### config.mk
export PLATFORM = sky130hd
export DESIGN_NAME = tod_set_controller_flat
export DESIGN_NICKNAME = d
export VERILOG_FILES = /design/src/rtl/tod_pkg.sv /design/src/rtl/tod_set_controller_if.sv /design/src/rtl/tod_set_controller_key.sv /design/src/rtl/tod_set_controller.sv /design/src/flat_wrapper.sv
export SDC_FILE = /design/constraint.sdc
export NUM_CORES = 1
export LEC_CHECK = 0
export BUFFER_PORTS_ARGS = -buffer_cell sky130_fd_sc_hd__buf_2
export CORE_MARGIN = 3
export CORE_UTILIZATION = 50
export DETAILED_ROUTE_END_ITERATION = 8
export GPL_TIMING_DRIVEN = 0
export PLACE_DENSITY_LB_ADDON = 0.12
export SETUP_SLACK_MARGIN = 0.2
export SLEW_MARGIN = 20
export SYNTH_ARGS = -nofsm -noshare
export SYNTH_HDL_FRONTEND = slang
export SYNTH_SLANG_ARGS = --single-unit
### constraint.sdc
create_clock -name clk -period 5.6 [get_ports clk]
set_clock_uncertainty 0.15 [all_clocks]
set_input_delay 0.84 -clock clk [delete_from_list [all_inputs] [get_ports clk]]
set_output_delay 0.84 -clock clk [all_outputs]
set_load 0.01 [all_outputs]
### src/rtl/tod_pkg.sv
// Shared types and constants for the time-of-day set controller.
// BCD layout of the 24-bit time bus: {h1,h0,m1,m0,s1,s0}.
package tod_pkg;

  typedef enum logic [1:0] {
    RUN   = 2'd0,
    SET_H = 2'd1,
    SET_M = 2'd2,
    SET_S = 2'd3
  } mode_e;

  localparam int DIG_W  = 4;
  localparam int FLD_W  = 2 * DIG_W;
  localparam int TIME_W = 6 * DIG_W;

  localparam int H_LSB = 4 * DIG_W;
  localparam int M_LSB = 2 * DIG_W;
  localparam int S_LSB = 0;

  localparam logic [6:0] HOUR_MAX = 7'd23;
  localparam logic [6:0] MS_MAX   = 7'd59;

  localparam logic [5:0] MASK_H = 6'b110000;
  localparam logic [5:0] MASK_M = 6'b001100;
  localparam logic [5:0] MASK_S = 6'b000011;

  // Wrapping BCD increment of one two-digit field.
  // Anything out of range (bad digit or above max) restarts at 00.
  function automatic logic [FLD_W-1:0] bcd_inc(
    input logic [FLD_W-1:0] f,
    input logic [6:0]       max
  );
    logic [3:0] t;
    logic [3:0] o;
    logic [7:0] v;
    t = f[7:4];
    o = f[3:0];
    v = {4'd0, t} * 8'd10 + {4'd0, o};
    if (t > 4'd9 || o > 4'd9) begin
      bcd_inc = '0;
    end else if (v >= {1'b0, max}) begin
      bcd_inc = '0;
    end else if (o == 4'd9) begin
      bcd_inc = {t + 4'd1, 4'd0};
    end else begin
      bcd_inc = {t, o + 4'd1};
    end
  endfunction

endpackage

### src/rtl/tod_set_controller_if.sv
// Bus between the set controller, the time counter and the HEX decoders.
// master: controller side (drives tick/load/display); slave: counter/display side.
interface tod_set_controller_if;
  import tod_pkg::*;

  logic [TIME_W-1:0] cur_time;
  logic              tick_1hz;
  logic              load;
  logic [TIME_W-1:0] load_time;
  logic [TIME_W-1:0] disp_time;
  logic [5:0]        blank_mask;
  logic [1:0]        mode;

  modport master (
    input  cur_time,
    output tick_1hz,
    output load,
    output load_time,
    output disp_time,
    output blank_mask,
    output mode
  );

  modport slave (
    output cur_time,
    input  tick_1hz,
    input  load,
    input  load_time,
    input  disp_time,
    input  blank_mask,
    input  mode
  );

endinterface

### src/rtl/tod_set_controller_key.sv
// key_sync_edge: 2-FF synchronizer plus falling-edge detector for a raw key.
// Ports: clk, reset, key_n_i (raw active-low key), press_o (one pulse per press).
module key_sync_edge (
  input  logic clk,
  input  logic reset,
  input  logic key_n_i,
  output logic press_o
);

  logic s1_q;
  logic s2_q;
  logic prev_q;

  // Released level is 1, so flops come out of reset as "not pressed".
  always_ff @(posedge clk or posedge reset) begin
    if (reset) begin
      s1_q   <= 1'b1;
      s2_q   <= 1'b1;
      prev_q <= 1'b1;
    end else begin
      s1_q   <= key_n_i;
      s2_q   <= s1_q;
      prev_q <= s2_q;
    end
  end

  assign press_o = prev_q & ~s2_q;

endmodule

### src/rtl/tod_set_controller.sv
// Time-of-day sequencer: 1 Hz count enable, key-driven set FSM, blink, load.
// Ports: clk, reset, key_mode_n, key_inc_n, bus (master: cur_time in; tick, load, display out).
module tod_set_controller
  import tod_pkg::*;
#(
  parameter int CLK_HZ   = 50_000_000,
  parameter int BLINK_HZ = 2
) (
  input  logic                         clk,
  input  logic                         reset,
  input  logic                         key_mode_n,
  input  logic                         key_inc_n,
  tod_set_controller_if.master         bus
);

  localparam int PS_W = $clog2(CLK_HZ);
  localparam logic [PS_W-1:0] PS_LAST = PS_W'(CLK_HZ - 1);

  localparam int HALF = CLK_HZ / (2 * BLINK_HZ);
  localparam int BK_W = (HALF > 1) ? $clog2(HALF) : 1;
  localparam logic [BK_W-1:0] BK_LAST = BK_W'(HALF - 1);

  logic mode_p;
  logic inc_p;

  key_sync_edge u_key_mode (
    .clk     (clk),
    .reset   (reset),
    .key_n_i (key_mode_n),
    .press_o (mode_p)
  );

  key_sync_edge u_key_inc (
    .clk     (clk),
    .reset   (reset),
    .key_n_i (key_inc_n),
    .press_o (inc_p)
  );

  mode_e state_q;
  mode_e state_d;

  logic [TIME_W-1:0] edit_q;
  logic [TIME_W-1:0] edit_d;
  logic [PS_W-1:0]   ps_q;
  logic [PS_W-1:0]   ps_d;
  logic [BK_W-1:0]   bk_q;
  logic [BK_W-1:0]   bk_d;
  logic              ph_q;
  logic              ph_d;
  logic              load_q;
  logic              load_d;
  logic [TIME_W-1:0] ltime_q;
  logic [TIME_W-1:0] ltime_d;

  logic              tick;
  logic [5:0]        blank;
  logic [TIME_W-1:0] disp;
  logic [FLD_W-1:0]  fld;
  logic [FLD_W-1:0]  fld_inc;
  logic [6:0]        fmax;

  // State register
  always_ff @(posedge clk or posedge reset) begin
    if (reset) begin
      state_q <= RUN;
    end else begin
      state_q <= state_d;
    end
  end

  // Next state: mode key steps RUN -> H -> M -> S -> RUN
  always_comb begin
    state_d = state_q;
    if (mode_p) begin
      unique case (state_q)
        RUN:   state_d = SET_H;
        SET_H: state_d = SET_M;
        SET_M: state_d = SET_S;
        SET_S: state_d = RUN;
        default: state_d = RUN;
      endcase
    end
  end

  // Outputs and next values of the datapath
  always_comb begin
    tick    = (state_q == RUN) && (ps_q == PS_LAST);
    load_d  = (state_q == SET_S) && mode_p;
    ltime_d = load_d ? edit_q : ltime_q;
    disp    = (state_q == RUN) ? bus.cur_time : edit_q;
    blank   = '0;
    if (ph_q) begin
      unique case (1'b1)
        (state_q == SET_H): blank = MASK_H;
        (state_q == SET_M): blank = MASK_M;
        (state_q == SET_S): blank = MASK_S;
        default:            blank = '0;
      endcase
    end
  end

  // Single incrementer, field and limit picked by the edit state
  always_comb begin
    fld  = edit_q[S_LSB +: FLD_W];
    fmax = MS_MAX;
    unique case (1'b1)
      (state_q == SET_H): begin
        fld  = edit_q[H_LSB +: FLD_W];
        fmax = HOUR_MAX;
      end
      (state_q == SET_M): fld = edit_q[M_LSB +: FLD_W];
      default: ;
    endcase
  end

  assign fld_inc = bcd_inc(fld, fmax);

  // Mode press has priority; a coincident inc is dropped
  always_comb begin
    edit_d = edit_q;
    if (state_q == RUN) begin
      if (mode_p) edit_d = bus.cur_time;
    end else if (inc_p && !mode_p) begin
      unique case (state_q)
        SET_H:   edit_d[H_LSB +: FLD_W] = fld_inc;
        SET_M:   edit_d[M_LSB +: FLD_W] = fld_inc;
        SET_S:   edit_d[S_LSB +: FLD_W] = fld_inc;
        default: ;
      endcase
    end
  end

  // Prescaler parks at 0 while editing so RUN restarts a full second
  always_comb begin
    if (state_q != RUN || tick) begin
      ps_d = '0;
    end else begin
      ps_d = ps_q + PS_W'(1);
    end
  end

  // Blink timer is idle in RUN, so entry to SET_H starts it at phase 0
  always_comb begin
    bk_d = bk_q;
    ph_d = ph_q;
    if (state_q == RUN) begin
      bk_d = '0;
      ph_d = 1'b0;
    end else if (bk_q == BK_LAST) begin
      bk_d = '0;
      ph_d = ~ph_q;
    end else begin
      bk_d = bk_q + BK_W'(1);
    end
  end

  always_ff @(posedge clk or posedge reset) begin
    if (reset) begin
      edit_q  <= '0;
      ps_q    <= '0;
      bk_q    <= '0;
      ph_q    <= 1'b0;
      load_q  <= 1'b0;
      ltime_q <= '0;
    end else begin
      edit_q  <= edit_d;
      ps_q    <= ps_d;
      bk_q    <= bk_d;
      ph_q    <= ph_d;
      load_q  <= load_d;
      ltime_q <= ltime_d;
    end
  end

  assign bus.tick_1hz   = tick;
  assign bus.load       = load_q;
  assign bus.load_time  = ltime_q;
  assign bus.disp_time  = disp;
  assign bus.blank_mask = blank;
  assign bus.mode       = state_q;

endmodule

### src/flat_wrapper.sv
// flat-port wrapper written by rule: the top's interface ports become plain ports
module tod_set_controller_flat import tod_pkg::*;
#(
  parameter int CLK_HZ   = 50_000_000,
  parameter int BLINK_HZ = 2
)
  (clk, reset, key_mode_n, key_inc_n, bus_cur_time, bus_tick_1hz, bus_load, bus_load_time, bus_disp_time, bus_blank_mask, bus_mode);
  tod_set_controller_if bus_i ();
  input  logic clk;
  input  logic reset;
  input  logic key_mode_n;
  input  logic key_inc_n;
  input wire logic [$bits(bus_i.cur_time)-1:0] bus_cur_time;
  output wire logic [$bits(bus_i.tick_1hz)-1:0] bus_tick_1hz;
  output wire logic [$bits(bus_i.load)-1:0] bus_load;
  output wire logic [$bits(bus_i.load_time)-1:0] bus_load_time;
  output wire logic [$bits(bus_i.disp_time)-1:0] bus_disp_time;
  output wire logic [$bits(bus_i.blank_mask)-1:0] bus_blank_mask;
  output wire logic [$bits(bus_i.mode)-1:0] bus_mode;
  assign bus_i.cur_time = bus_cur_time;
  assign bus_tick_1hz = bus_i.tick_1hz;
  assign bus_load = bus_i.load;
  assign bus_load_time = bus_i.load_time;
  assign bus_disp_time = bus_i.disp_time;
  assign bus_blank_mask = bus_i.blank_mask;
  assign bus_mode = bus_i.mode;
  tod_set_controller #(.CLK_HZ(CLK_HZ), .BLINK_HZ(BLINK_HZ)) u_core (.clk(clk), .reset(reset), .key_mode_n(key_mode_n), .key_inc_n(key_inc_n), .bus(bus_i));
endmodule
==> results.cfg <==
[routing]
drt_iter0_drc = 448
via_per_inst = 5.56
wire_per_inst_um = 16.6
routed_wl_um = 14000
via_count = 4711
drcViolationCount = 0
postRouteAntennaNets = 0
dr.pass1.iters = 5

[placed_design]
hpwl_um = 10500
globalplace.congestion = 0.913
post-place-ws_ns = 0.816
port_buffers = 85
dpl_cell_area_um2 = 6300
dp_cells = 832

[power_and_ir_drop]
power.density_nw_per_um2 = 610
ir_drop_mv = 0.640
leakage_nw = 3.20
power_mw = 4.03

[layout]
utilization_pct = 60.4
drive_gt1_share_pct = 17.7
area_growth_pct = 16.6
final_common_cell = dfrtp_1
mostFrequentLayoutCells = dfrtp_1 (102), nand2_1 (94), buf_2 (85)
antenna_cells = 0
fin_nets = 753
instances_no_fill = 848
fillerInstances = 970
fin_area_um2 = 6610

[critical_path]
critPathKind = flip-flop to flip-flop
critPathCaptureType = flip-flop
r2r-start = u_core.bus.mode[0]
crit_required_ns = 5.71
critPathLaunchType = flip-flop
cp.arrival_ns = 5.00
rrSetupSlack_ns = 0.71
crit_fanout = 10
reg2reg_depth = 17
worstReg2RegEnd = u_core.edit_q[22]

[synth]
syn_inst = 606
async_flop_share_pct = 100
ys_ff_latch = 108
syn_nets = 656
syn_avg_cell_area_um2 = 9.34
ys.flop_type = dfrtp_1
synth_cell_types = 47
yosys-top-cells-area = dfrtp_1 (45%), nand2_1 (6.2%), xor2_1 (6.2%), o21ai_0 (4.7%), ha_1 (4.4%)
synth_edf_count = 0
synth_top_area_cell = dfrtp_1
ys_seq_area_share_pct = 47.9
ys.warnings.count = 0
synth_top_area_share_pct = 45.1
syn-cell-area_um2 = 5660

[grt]
grt_pass1_wl_um = 23100
antenna_found_initial = 0
grt_pass1_vias = 4625
overflow = 0
globalRouteTotalUtil_pct = 23.0
grt_max_degree = 80

[clock_tree]
root_buffer = clkbuf_16
cts_hold_buf = 0
ctsResizeCount = 0
cts_tree = done
cts_post_setup_buffers_inserted = 0
cts.sinks = 108
htree_levels = 3
cts_buffer_depth = 2
cts.clk_slew.worst_paths_ns = 0.07
cts_inserted_buffers = 9
insertion_delay_ns = 0.35

[floorplanning]
initial_utilization_pct = 51.8
ioPinCount = 86
fp.dieW_um = 112
die_area_um2 = 12600
die_y_um = 112
rows = 38
core-area_um2 = 10900

[timing]
whs_ns = 0.211
fmax_mhz = 205
timing.final.hold_violations = 0
period_needed_ns = 4.89
maxSlewViolCount = 0
finalCritPeriodShare_pct = 87.3
setup_violations = 0
tns_ns = 0
max-slew-margin-rel_pct = 49.5
rsz0062_at_grt = no
worst_pin_slew_ns = 0.752
fin_ws_ns = 0.711

[worst_hold_path]
worstHoldEndpoint = u_core.u_key_mode.s2_q
hold_depth = 0
worstHoldPathType = flip-flop to flip-flop
hp-start = u_core.u_key_mode.s1_q

[job]
max_cap_violations = 0

[outcome]
status = finished clean
## cells in the mapped netlist, types with 2 or more instances
library cell and instances:
nor4_1 2, nor3_1 4, a22oi_1 6, a21oi_2 3, and3b_1 2, dfstp_2 6
a21o_1 2, inv_1 44, xor2_1 40, clkbuf_1 18, and3_1 12, nand4_2 3
nor2b_1 5, xnor2_1 17, nand4_1 9, dfrtp_1 102, and4_1 5, nor2_1 64
a21oi_1 8, nor4b_1 4, nand3_1 24, nand2_1 94, o221ai_1 24, a221o_1 2
fa_1 2, o211ai_1 2, ha_1 20, buf_4 4, buf_6 2, o21ai_0 53
o21ai_1 3, and2_1 5
## how the worst max path moves through the flow
| stage | start | to | slack [ns] | cells after the start |
|---|---|---|---|---|
| CTS | u_core.bus.mode[0] | u_core.edit_q[15] | 0.75 | 17 |
| global placement | reset | u_core.bus.load | 0.56 | 2 |
| detailed placement | u_core.bus.mode[0] | u_core.edit_q[15] | 0.82 | 17 |
| global route | u_core.bus.mode[0] | u_core.edit_q[8] | 0.33 | 17 |
| finish | u_core.bus.mode[0] | u_core.edit_q[22] | 0.71 | 17 |
| floorplan | u_core.bus.mode[0] | u_core.edit_q[6] | 1.45 | 17 |
## cell type report
class | count | area, um2 | area share, %
Sequential cell | 108 | 2710 | 41.0
Clock inverter | 5 | 60.1 | 0.909
Timing Repair Buffer | 86 | 453 | 6.86
Multi-Input combinational cell | 429 | 2670 | 40.4
Buffer | 25 | 124 | 1.88
Tap cell | 140 | 175 | 2.65
Clock buffer | 11 | 243 | 3.67
Inverter | 44 | 170 | 2.58
## kinds of logic (layout without fill, tap and decap cells)
group | after synthesis | in the layout | share of synthesized area (%)
flip-flops | 108 | 108 | 47.9
AND/OR/NAND/NOR | 239 | 239 | 19.9
buffers and inverters | 69 | 171 | 5.10
multiplexers | 1 | 1 | 0.177
adder cells (fa/ha/maj) | 22 | 22 | 5.13
XOR/XNOR | 58 | 58 | 9.10
AO/OA/AOI/OAI | 109 | 109 | 12.8
## critical path: stages (launching register included)
cell and delay (ns):
dfrtp_1 0.42, inv_1 0.11, ha_1 0.43, buf_6 0.20, inv_1 0.16, a221oi_1 0.09, a21oi_1 0.45, ha_1 0.33
ha_1 0.21, inv_1 0.07, fa_1 0.46, xor2_1 0.19, ha_1 0.19, nor2_1 0.10, o311ai_1 0.17, a2111oi_4 0.44
nand4_2 0.32, o221ai_1 0.29
## metal layers
metal | vias up | global-route usage (%) | share of wire [%]
met5 | - | 0 | 0
met4 | 0 | 7.21 | 1.6
met3 | 18 | 3.61 | 6.1
met2 | 160 | 34.0 | 44
met1 | 2276 | 34.9 | 48
li1 | 2257 | - | -
## flip-flops by register name, summed over array words and instances, names as in the netlist
name                      flops
u_core.u_key_inc.s1_q         1
u_core.bus.load               1
u_core.u_key_inc.prev_q       1
u_core.bus.mode               2
u_core.bus.load_time         24
u_core.ps_q                  26
u_core.ph_q                   1
u_core.u_key_mode.s2_q        1
u_core.edit_q                24
u_core.u_key_mode.prev_q      1
u_core.bk_q                  24
u_core.u_key_mode.s1_q        1
u_core.u_key_inc.s2_q         1
## power by group
| group | switching (mW) | leakage [nW] | total [mW] | internal (mW) |
|---|---|---|---|---|
| Combinational | 1.46 | 1.61 | 2.30 | 0.841 |
| Clock | 0.289 | 0.146 | 0.650 | 0.361 |
| Sequential | 0.130 | 1.43 | 1.08 | 0.954 |
Power figures use the tool's default switching activity.
